--- src/rtl/seg7_scan_controller.sv ---
// Digit-scan scheduler for a 4-digit multiplexed 7-segment display.
// Rotates one digit per refresh slot and commits queued values only at the frame boundary.
module seg7_scan_controller #(
  parameter int unsigned REFRESH_DIV = 100000,
  parameter int unsigned CNT_W       = 17
) (
  input  logic        CLK,
  input  logic        RESETN,
  input  logic        ENABLE,
  input  logic        LOAD,
  input  logic [15:0] DATA_IN,
  input  logic [3:0]  DP_IN,
  input  logic        BLANK_LZ,
  output logic [1:0]  SEG_SELECT_OUT,
  output logic [3:0]  NUMBER_OUT,
  output logic        DOT_OUT,
  output logic        DIGIT_EN_OUT,
  output logic        PENDING_OUT,
  output logic        FRAME_TICK_OUT
);

  localparam logic [CNT_W-1:0] PRE_LAST = CNT_W'(REFRESH_DIV - 1);

  logic [CNT_W-1:0] prescaler;
  logic [1:0]       idx;
  logic [15:0]      disp_reg;
  logic [15:0]      pend_reg;
  logic [3:0]       dp_reg;
  logic [3:0]       pend_dp;
  logic             pending;
  logic             frame_tick;
  logic             scan_live;
  logic             tick;
  logic             commit;
  logic [3:0]       lz;
  logic             digit_en;

  assign tick   = ENABLE & (prescaler == PRE_LAST);
  assign commit = tick & (idx == 2'd3);

  // Prescaler and digit index; frozen while disabled.
  always_ff @(posedge CLK or negedge RESETN) begin
    if (!RESETN) begin
      prescaler <= '0;
      idx       <= 2'd0;
    end else if (tick) begin
      prescaler <= '0;
      idx       <= idx + 2'd1;
    end else if (ENABLE) begin
      prescaler <= prescaler + CNT_W'(1);
    end
  end

  // Queue and frame-synchronous commit; a load on the commit cycle bypasses the queue.
  always_ff @(posedge CLK or negedge RESETN) begin
    if (!RESETN) begin
      disp_reg <= 16'h0000;
      dp_reg   <= 4'h0;
      pend_reg <= 16'h0000;
      pend_dp  <= 4'h0;
      pending  <= 1'b0;
    end else if (commit) begin
      if (LOAD) begin
        disp_reg <= DATA_IN;
        dp_reg   <= DP_IN;
      end else if (pending) begin
        disp_reg <= pend_reg;
        dp_reg   <= pend_dp;
      end
      pending <= 1'b0;
    end else if (LOAD) begin
      pend_reg <= DATA_IN;
      pend_dp  <= DP_IN;
      pending  <= 1'b1;
    end
  end

  // scan_live keeps the digit dark during reset even if ENABLE is already high.
  always_ff @(posedge CLK or negedge RESETN) begin
    if (!RESETN) begin
      frame_tick <= 1'b0;
      scan_live  <= 1'b0;
    end else begin
      frame_tick <= commit;
      scan_live  <= 1'b1;
    end
  end

  // Leading-zero mask: digit i is a leading zero when it and every higher nibble are zero.
  always_comb begin
    lz    = 4'b0000;
    lz[3] = BLANK_LZ & (disp_reg[15:12] == 4'h0);
    lz[2] = lz[3] & (disp_reg[11:8] == 4'h0);
    lz[1] = lz[2] & (disp_reg[7:4] == 4'h0);
  end

  assign digit_en       = ENABLE & scan_live & ~(lz[idx] & ~dp_reg[idx]);
  assign SEG_SELECT_OUT = idx;
  assign NUMBER_OUT     = disp_reg[{idx, 2'b00} +: 4];
  assign DOT_OUT        = dp_reg[idx] & digit_en;
  assign DIGIT_EN_OUT   = digit_en;
  assign PENDING_OUT    = pending;
  assign FRAME_TICK_OUT = frame_tick;

endmodule

--- config.mk ---
export PLATFORM = sky130hd
export DESIGN_NAME = seg7_scan_controller
export DESIGN_NICKNAME = d
export VERILOG_FILES = /design/src/rtl/seg7_scan_controller.sv
export SDC_FILE = /design/constraint.sdc
export NUM_CORES = 1
export LEC_CHECK = 0
export CORE_MARGIN = 8
export CORE_UTILIZATION = 40
export DETAILED_ROUTE_END_ITERATION = 6
export SLEW_MARGIN = 25
export SYNTH_ARGS = -nofsm -noshare
export SYNTH_HDL_FRONTEND = slang
export SYNTH_SLANG_ARGS = --single-unit
export TNS_END_PERCENT = 10
--- constraint.sdc ---
create_clock -name CLK -period 2.1 [get_ports CLK]
set_input_delay 0.42 -clock CLK [delete_from_list [all_inputs] [get_ports CLK]]
set_output_delay 0.42 -clock CLK [all_outputs]
set_load 0.05 [all_outputs]
==> results of run 1 <==
logic make-up after synthesis:
group | after synthesis
simple gates | 75
mux | 28
fa+ha+maj | 2
other cells | 1
compound gates | 61
flops | 62
xor+xnor | 13
buf+inv | 44
area by class of cell:
cell class,instances,area (sq um)
Clock buffer,12,145.1
Clock inverter,4,22.52
Fill cell,745,3973
Inverter,26,97.59
Multi-Input combinational cell,180,1565
Sequential cell,62,1554
Tap cell,105,131.4
Timing Repair Buffer,65,645.6
Yosys cell counts, drive strengths merged, types with 2 or more instances:
| cell type | number | area share |
|---|---|---|
| dfrtp | 62 | 0.47 |
| inv | 26 | 0.029 |
| mux2 | 22 | 0.075 |
| a21oi | 20 | 0.030 |
| nand3 | 13 | 0.020 |
| a221oi | 12 | 0.049 |
| clkbuf | 12 | 0.032 |
| o22ai | 12 | 0.040 |
| or4 | 11 | 0.025 |
| nor2 | 9 | 0.010 |
| xnor2 | 9 | 0.024 |
| nand2 | 8 | 0.0091 |
| nor3b | 8 | 0.018 |
| o22a | 8 | 0.021 |
| nor3 | 7 | 0.014 |
| buf | 6 | 0.011 |
| and3 | 5 | 0.0094 |
| mux4 | 5 | 0.034 |
| xor2 | 4 | 0.011 |
| nand4 | 3 | 0.0057 |
| and4 | 2 | 0.0057 |
| and4bb | 2 | 0.0076 |
| ha | 2 | 0.0076 |
| nor4 | 2 | 0.0038 |
| o21ai | 2 | 0.0030 |
power by group:
group          internal (W)  switching, W
Combinational      0.000191      0.000166
Sequential          0.00129     0.0000825
Clock              0.000455      0.000454
repair_timing:
| item | CTS | global route |
|---|---|---|
| hold buffers | 1 | 0 |
| resized for setup | 4 | 6 |
| setup buffers | 4 | 5 |
| pin swaps | 3 | 2 |
| endpoints found under the setup margin | 2 | 34 |
| hold endpoints to repair | 11 | 0 |
| gates cloned | 0 | 0 |
through the flow:
step	area, sq um	util	std cells	setup slack, ns
4_1_cts	4086	0.5024	449	-0.1021
3_5_place_dp	3860	0.4745	428	-0.04178
6_report	4161	0.5116	454	-0.1034
3_3_place_gp	3860	0.4745	428	-0.03881
5_1_grt	4161	0.5116	454	-0.1546
2_1_floorplan	3337	-	286	0.02534
layer usage:
metal  track usage  vias up  share of wire
li1              -     1183              -
met1        0.1719     1262           0.42
met2        0.2496       63           0.51
met3       0.04559       12          0.055
met4       0.05930        0          0.012
met5             0        -              0
worst register-to-register path: stages, from the launching register on:
cell      delay, ns
dfrtp_1        0.42
or4b_4         0.62
buf_4          0.18
or4_1          0.51
o22ai_2        0.12
a221oi_2       0.07
how the worst max path moves through the flow:
stage	startpoint	end	slack, ns	cells after the start
after global routing	SEG_SELECT_OUT[0]	DIGIT_EN_OUT	-0.15	3
after floorplan	SEG_SELECT_OUT[0]	DIGIT_EN_OUT	0.03	3
after CTS	SEG_SELECT_OUT[0]	DIGIT_EN_OUT	-0.10	3
after global placement	ENABLE	disp_reg[3]	-0.04	6
final	SEG_SELECT_OUT[0]	DIGIT_EN_OUT	-0.10	3
after detailed placement	ENABLE	pend_reg[14]	-0.04	6
==> metrics, run 1 <==
outcome complete, but fails checks; violated checks negative setup slack; H-tree level count 3; DR iter-0 viols 93; depth of the worst register-to-register path 5; DIE HEIGHT around 110 microns; CTS tree built; Synth-to-Final Area Change 25.60%; delay-heaviest family, CP multiplexers; aggregate global-route resource usage 0.1482; WHS Path Cells 1; Req. time, crit path between 1.5 and 2 ns; Layout Skew 0.009592 ns; Async SR Flop Fraction 1.000; P_leak 1.835 nW; antenna-violating nets left 0; relative slew slack 0.6687; Synth Area in Compound Gates 0.1613; Worst Setup Start Kind register; global-route wire length before repair approximately 13000 microns; initial antenna violation count 0; max frequency between 400 and 500 MHz; final hold vios 0; Synth Area in Adders 0.007553; Hold Path End prescaler[4]; post-synthesis register bit count 62; Ant. Diodes 0; Critical Path Sink Type output port; vias 2520; DR vias/cell roughly 5.6; Peak VDD IR about 0.44 mV; critical path arrival roughly 1.8 ns; Buf/Inv on CP 1; Critical R2R Capture dp_reg[1]; dpl hpwl roughly 5500 microns; row count 33; CTS clk-pin slew, worst paths roughly 0.070 ns; vias in the first global route 2681; CORE AREA just over 8000 sq um; flop-to-flop setup slack 0.05 ns; Tmin final 2.203 ns; total negative setup slack -0.1034 ns; most frequent cells in the layout dfrtp_1 (60), buf_4 (28), inv_1 (26); number of flops mapped to enable cells by yosys 0; slowest stage cell, crit path mux4_2; gpl congestion between 0.7 and 0.8; Slew Viols, Final 0; TritonCTS Buffers 9; drt first pass iters 4; Num Clock Sinks 62; final setup fails 1; cell area after synthesis 3313 sq um; # port buffers 34; die area ~11000 sq um; CTS root buf clkbuf_8; Synth Instances between 200 and 300; Power per Cell Area between 600 and 700 nW/um^2; type of the tightest min-delay check register to register; pin slew with the least headroom to its limit just under 0.5 ns; Syn Area/Cell 11.58 sq um; worst setup margin -0.1034 ns; post-synth net total 313; ratio of cells with drive above 1 in the final layout 0.3295; CP peak stage delay 0.53 ns; Seq/Total Area, Yosys 0.4683; hold_ws a little under 0.5 ns; Main synth FF type dfrtp_1; Nets roughly 370; max FFs per register 17; starting density of the core 0.4073; library cells used by synthesis 45; grt ovf 0; power after layout 0.002641 W; Max FO, Critical Path 3; most common cell after layout, fill and taps aside dfrtp_1; Longest Clk Path Bufs 2; Simple-Gate Fraction of Synth Area 0.1435; HP Start prescaler[4]; Tcrit/Tclk final 1.049; post-synthesis mux area share 0.1118; RSZ-0062 raised after global routing yes; Detailed Route WL roughly 8000 microns; crit path kind register to output port; Die W about 110 microns; XOR/XNOR Fraction of Synth Area 0.03437; largest net degree at the start of global routing 24; Max-Cap Viols 0; CP cell instances mux4_2 > o311a_4 > buf_12; YS warnings 0; drt drc 0; largest family of logic cells by synthesized area compound AO/OA/AOI/OAI gates; routed wire length per instance 17.69 microns; launching point of the worst reg2reg path prescaler[14]; clk_lat worst skew between 0.3 and 0.4 ns; I/O Pins 35
No activity file was read; power rests on OpenSTA's default activity.
==> run 2: changes to the inputs <==
==> constraint.sdc (replaced) <==
create_clock -name CLK -period 2.35 [get_ports CLK]
set_input_delay 0.47 -clock CLK [delete_from_list [all_inputs] [get_ports CLK]]
set_output_delay 0.47 -clock CLK [all_outputs]
set_load 0.05 [all_outputs]
==> run 2 against run 1 <==
  * Clock power decreased by 14%
  * Register-to-register slack gained 0.26 ns
  * Global-route usage shrank 0.15 points
  * Non-clock buffer count down 13
  * Setup slack better by 0.17 ns
  * Sequential share of layout area rose by 1.8 points
  * Combinational power decreased by 19%
  * Core utilization shrank 2.4 points
  * Flip-flop and latch count is the same
  * Final cell count shrank 3.3%
  * The flow now finishes without violations
  * Sequential power shrank 9%
==> metrics, run 2 (synthesized netlist as in run 1, its figures left out) <==
outcome completed; max frequency about 440 MHz; most common cell after layout, fill and taps aside dfrtp_1; Longest Clk Path Bufs 2 (unchanged); drt first pass iters 4 (unchanged); crit path kind register to output port; gpl congestion 0.7641 (-3.6%); CP peak stage delay 0.48 ns (-0.05 ns); Tcrit/Tclk final 0.9716; Critical Path Sink Type output port; Max-Cap Viols 0 (unchanged); switching part of the total 0.2634 (-0.002667); launching point of the worst reg2reg path prescaler[13]; clk_lat worst skew 0.34 ns (about the same); I/O Pins 35 (unchanged); H-tree level count 3 (unchanged); slowest stage cell, crit path mux4_2; DIE HEIGHT 107.0 microns (unchanged); Ant. Diodes 0 (unchanged); routed wire length per instance 18.16 microns (+2.7%); Layout Skew 0.007447 ns (-0.002145 ns); dpl hpwl 5550 microns (+0.58%); Die W 107.0 microns (unchanged); die area 11450 sq um (unchanged); TritonCTS Buffers 9 (unchanged); Tmin final 2.283 ns; depth of the worst register-to-register path 5 (unchanged); Combinational Power Share 0.125 (-0.010); final hold vios 0 (unchanged); relative slew slack 0.5570 (-0.1117); vias in the first global route 2665 (-0.60%); row count 33 (unchanged); vias 2491 (-1.2%); Num Clock Sinks 62 (unchanged); CTS clk-pin slew, worst paths 0.07 ns (about the same); Cell Area, Placed 3805 sq um (-1.4%); grt ovf 0 (unchanged); global-route wire length before repair 13260 microns (-1.6%); # port buffers 34 (unchanged); most frequent cells in the layout dfrtp_1 (60), inv_1 (26), clkdlybuf4s50_1 (26); P_leak 1.731 nW (-5.7%); Req. time, crit path 1.88 ns (+0.20 ns); DR iter-0 viols 132 (+42%); aggregate global-route resource usage 0.1467 (-0.001458); Nets 358 (-3.5%); worst setup margin 0.06682 ns (+0.1702 ns); pin slew with the least headroom to its limit 0.6646 ns (+0.1691 ns); Max FO, Critical Path 3 (unchanged); Int Pwr 0.001708 W (-12%); Post-CTS Repair Setup Buffers 0 (-4); antenna-violating nets left 0 (unchanged); Fill cells 739 (-0.81%); starting density of the core 0.4073 (unchanged); type of the tightest min-delay check input port to async pin; Critical R2R Capture pend_reg[12]; max FFs per register 17 (unchanged); final setup fails 0 (-1); critical path arrival 1.81 ns (+0.03 ns); Peak VDD IR 0.3998 mV (-8.8%); ratio of cells with drive above 1 in the final layout 0.2844 (-0.04508); CORE AREA 8134 sq um (unchanged); Reg power frac 0.536 (+0.015); flop-to-flop setup slack 0.31 ns (+0.26 ns); Detailed Route WL 7972 microns (-0.72%); Synth-to-Final Area Change 19.79%; Power per Cell Area 584.2 nW/um^2 (-7.9%); Slew Viols, Final 0 (unchanged); pre-CTS setup slack 0.1121 ns (+0.1539 ns); Switch Pwr 0.0006106 W (-13%); initial antenna violation count 0 (unchanged); RSZ-0062 raised after global routing no; Worst Setup Start Kind register; total negative setup slack 0 ns (+0.1034 ns); CTS tree built; drt drc 0 (unchanged); CP Capture Point DIGIT_EN_OUT; DR vias/cell 5.674 (+2.2%); CTS root buf clkbuf_8; largest net degree at the start of global routing 28 (+17%); Finished Cell Area 3969 sq um (-4.6%); CP cell instances mux4_2 > o311a_1 > buf_12; Finished Core Util 0.4879 (-0.02369); Clock power frac 0.339 (-0.005); crit path launch dp_reg[0]
-- run 2: changes by cell type in the layout (fill, tap and decap cells not counted), sizes merged --
cell,delta
clkinv,-1
buf,-14
dlygate4sd3,-1
clkdlybuf4s50,+2
clkinvlp,-1
-- run 2: cell type report --
class | instances | area [sq um] | area share
timing repair buffer | 52 | 490.5 | 0.1236
multi-input combinational | 180 | 1540 | 0.3881
sequential | 62 | 1554 | 0.3916
inverter | 26 | 97.59 | 0.02459
clock buffer | 12 | 145.1 | 0.03657
clock inverter | 2 | 10.01 | 0.002522
tap | 105 | 131.4 | 0.03310
-- run 2: worst min-delay path by stage --
stage | startpoint | to | slack, ns | cells past startpoint
2_1_floorplan | RESETN | FRAME_TICK_OUT | 0.17 | 0
3_5_place_dp | pend_dp[2] | pend_dp[2] | 0.48 | 1
6_report | RESETN | disp_reg[9] | 0.17 | 1
5_1_grt | RESETN | disp_reg[9] | 0.20 | 1
3_3_place_gp | prescaler[4] | prescaler[4] | 0.48 | 1
4_1_cts | RESETN | disp_reg[9] | 0.18 | 1
-- run 2: power by group through the flow --
| stage | clock [W] | combinational, W | sequential, W |
|---|---|---|---|
| global route | 0.000863 | 0.000329 | 0.00125 |
| global placement | 0 | 0.000285 | 0.00125 |
| finish | 0.000786 | 0.000290 | 0.00124 |
| CTS | 0.000814 | 0.000294 | 0.00124 |
| floorplan | 0 | 0.000185 | 0.00123 |
| detailed placement | 0 | 0.000292 | 0.00126 |
-- run 2: metrics by stage --
step	total power (W)	instances	hold WS [ns]
3_3_place_gp	0.001538	425	0.4755
2_1_floorplan	0.001417	286	0.1744
6_report	0.002319	439	0.1662
4_1_cts	0.002347	439	0.1774
5_1_grt	0.002446	439	0.1954
3_5_place_dp	0.001551	425	0.4850
-- run 2: critical path, delay by kind of cell, from the launching register on --
kind	cells	cell delay (ns)
AO/OA/AOI/OAI	1	0.41
buffers and inverters	1	0.16
flip-flops	1	0.42
multiplexers	1	0.48
-- run 2: metal layers --
metal,part of all wire,vias to the layer above,track usage
met5,0,-,0
met1,0.43,1255,0.1750
li1,-,1158,-
met4,0.017,0,0.06332
met3,0.055,14,0.04319
met2,0.49,64,0.2407
-- run 2: timing repair --
item / in CTS / in global routing
hold buffers: 0 / 0
resized for setup: 1 / 1
cloned: 0 / 0
setup endpoints to repair: 1 / 1
==> run 3: changes to the inputs <==
--- a/config.mk
+++ b/config.mk
@@ -5,7 +5,7 @@
 export SDC_FILE = /design/constraint.sdc
 export NUM_CORES = 1
 export LEC_CHECK = 0
-export CORE_MARGIN = 8
+export CORE_MARGIN = 10
 export CORE_UTILIZATION = 40
 export DETAILED_ROUTE_END_ITERATION = 6
 export SLEW_MARGIN = 25
==> run 3 against run 2 <==
  * Flip-flop and latch count is the same
  * Total power grew 17%
  * Sequential power is essentially flat
  * Register-to-register slack is essentially flat
  * First-iteration DRC count grew 1.5%
  * Setup slack gained 0.0024 ns
  * Critical endpoint unchanged
  * Largest cell class unchanged
==> metrics, run 3 (synthesized netlist as in run 1, its figures left out) <==
crit path kind register to output port; Tmin final 2.281 ns (-0.002433 ns); initial antenna violation count 0 (unchanged); hold_buf cts 0 (unchanged); gpl congestion 0.7901 (+3.4%); max FFs per register 17 (unchanged); CTS clk-pin slew, worst paths 0.08 ns (about the same); Layout Skew 0.01289 ns (+0.005443 ns); relative slew slack 0.6294 (+0.07244); Die W 111.0 microns (+3.7%); slowest stage cell, crit path mux4_2; starting density of the core 0.4073 (unchanged); Power per Cell Area 669.4 nW/um^2 (+15%); DR iter-0 viols 134 (+1.5%); ratio of cells with drive above 1 in the final layout 0.2874 (+0.002994); DR vias/cell 5.608 (-1.2%); aggregate global-route resource usage 0.1297 (-0.01701); type of the tightest min-delay check input port to async pin; depth of the worst register-to-register path 5 (unchanged); pin slew with the least headroom to its limit 0.5559 ns (-0.1087 ns); global-route wire length before repair 13130 microns (-0.99%); DIE HEIGHT 111.0 microns (+3.7%); Tcrit/Tclk final 0.9705 (-0.001035); CTS tree built; final hold vios 0 (unchanged); Slew Viols, Final 0 (unchanged); I/O Pins 35 (unchanged); antenna-violating nets left 0 (unchanged); Ant. Diodes 0 (unchanged); dpl hpwl 5373 microns (-3.2%); max frequency 438.5 MHz (+0.11%); critical path arrival 1.81 ns (about the same); Fill cells 745 (+0.81%); CTS root buf clkbuf_8; drt first pass iters 4 (unchanged); clk_lat worst skew 0.35 ns (about the same); final setup fails 0 (unchanged); Nets 356 (-0.56%); Inst Count DP 423 (-0.47%); Finished Core Util 0.4992 (+0.01123); CP peak stage delay 0.49 ns (about the same); CP cell instances mux4_2 > o311a_1 > buf_12; CORE AREA 8134 sq um (unchanged); RSZ-0062 raised after global routing no; vias in the first global route 2483 (-6.8%); routed wire length per instance 17.94 microns (-1.2%); most common cell after layout, fill and taps aside dfrtp_1; flop-to-flop setup slack 0.32 ns (about the same); Max FO, Critical Path 3 (unchanged); Critical Path Sink Type output port; H-tree level count 3 (unchanged); Peak VDD IR 0.4687 mV (+17%); Critical R2R Capture pend_reg[8]; grt ovf 0 (unchanged); Max-Cap Viols 0 (unchanged); Buf/Inv on CP 1 (unchanged); TritonCTS Buffers 9 (unchanged); # port buffers 34 (unchanged); die area 12320 sq um (+7.6%); final instance count without filler cells 439 (unchanged); Req. time, crit path 1.88 ns (about the same); FF+latch area 1554 sq um (unchanged); outcome completed; delay-heaviest family, CP multiplexers; Num Clock Sinks 62 (unchanged); Longest Clk Path Bufs 2 (unchanged); largest net degree at the start of global routing 41 (+46%); Synth-to-Final Area Change 22.55%; total negative setup slack 0 ns (unchanged); drt drc 0 (unchanged); Worst Setup Start Kind register; Detailed Route WL 7875 microns (-1.2%); P_leak 1.765 nW (+2.0%); most frequent cells in the layout dfrtp_1 (60), inv_1 (26), clkdlybuf4s50_1 (26); row count 33 (unchanged); launching point of the worst reg2reg path prescaler[12]; multi-input logic area 1533 sq um (-0.49%); vias 2462 (-1.2%)
## run 3: per-layer routing
metal / up-vias / GRT usage / routed length, microns
met3: 12 / 0.03247 / 329
li1: 1164 / - / -
met2: 65 / 0.1973 / 3692
met5: - / 0 / 0
met4: 0 / 0.05313 / 117
met1: 1221 / 0.1713 / 3735
## run 3: power by group
part           leakage (nW)  total [W]  switching [W]  internal [W]
combinational         0.854   0.000289       0.000133      0.000156
clock                 0.122    0.00119       0.000431      0.000762
sequential            0.789    0.00124      0.0000813       0.00115
total                  1.76    0.00272       0.000645       0.00207
## run 3: worst reg2reg max path, cell delays in order (launching register included)
cell	delay, ns
dfrtp_1	0.42
nor4b_1	0.50
nand3_1	0.23
o21ai_2	0.21
buf_12	0.20
mux2_2	0.36
## run 3: layout make-up
class | count | area share
inverter | 26 | 0.02404
sequential | 62 | 0.3827
clock inverter | 5 | 0.02589
clock buffer | 11 | 0.03729
multi-input combinational | 180 | 0.3775
tap | 105 | 0.03236
timing repair buffer | 50 | 0.1202
## run 3: worst max-delay path by stage
stage	start	endpoint	slack [ns]	depth (start not counted)
final	dp_reg[3]	DIGIT_EN_OUT	0.07	3
after global routing	SEG_SELECT_OUT[0]	DIGIT_EN_OUT	0.01	3
after detailed placement	ENABLE	pend_reg[8]	0.13	6
after CTS	dp_reg[1]	DIGIT_EN_OUT	0.05	3
after global placement	ENABLE	pend_reg[5]	0.17	6
after floorplan	SEG_SELECT_OUT[0]	DIGIT_EN_OUT	0.008	3
## run 3: stage by stage
stage / area, sq um / setup WS, ns / hold slack [ns] / power, W
global route: 4060 / 0.01039 / 0.1376 / 0.002843
floorplan: 3316 / 0.007794 / 0.1744 / 0.001417
CTS: 4060 / 0.05038 / 0.1106 / 0.002753
finish: 4060 / 0.06926 / 0.1036 / 0.002718
detailed placement: 3802 / 0.1314 / 0.4868 / 0.001547
global placement: 3802 / 0.1672 / 0.4811 / 0.001538
## run 3: timing repair
item                                   4_1_cts  5_1_grt
gates resized for setup                      1        0
endpoints found under the hold margin        0        0
buffers inserted                             0        0
setup endpoints to repair                    1        0
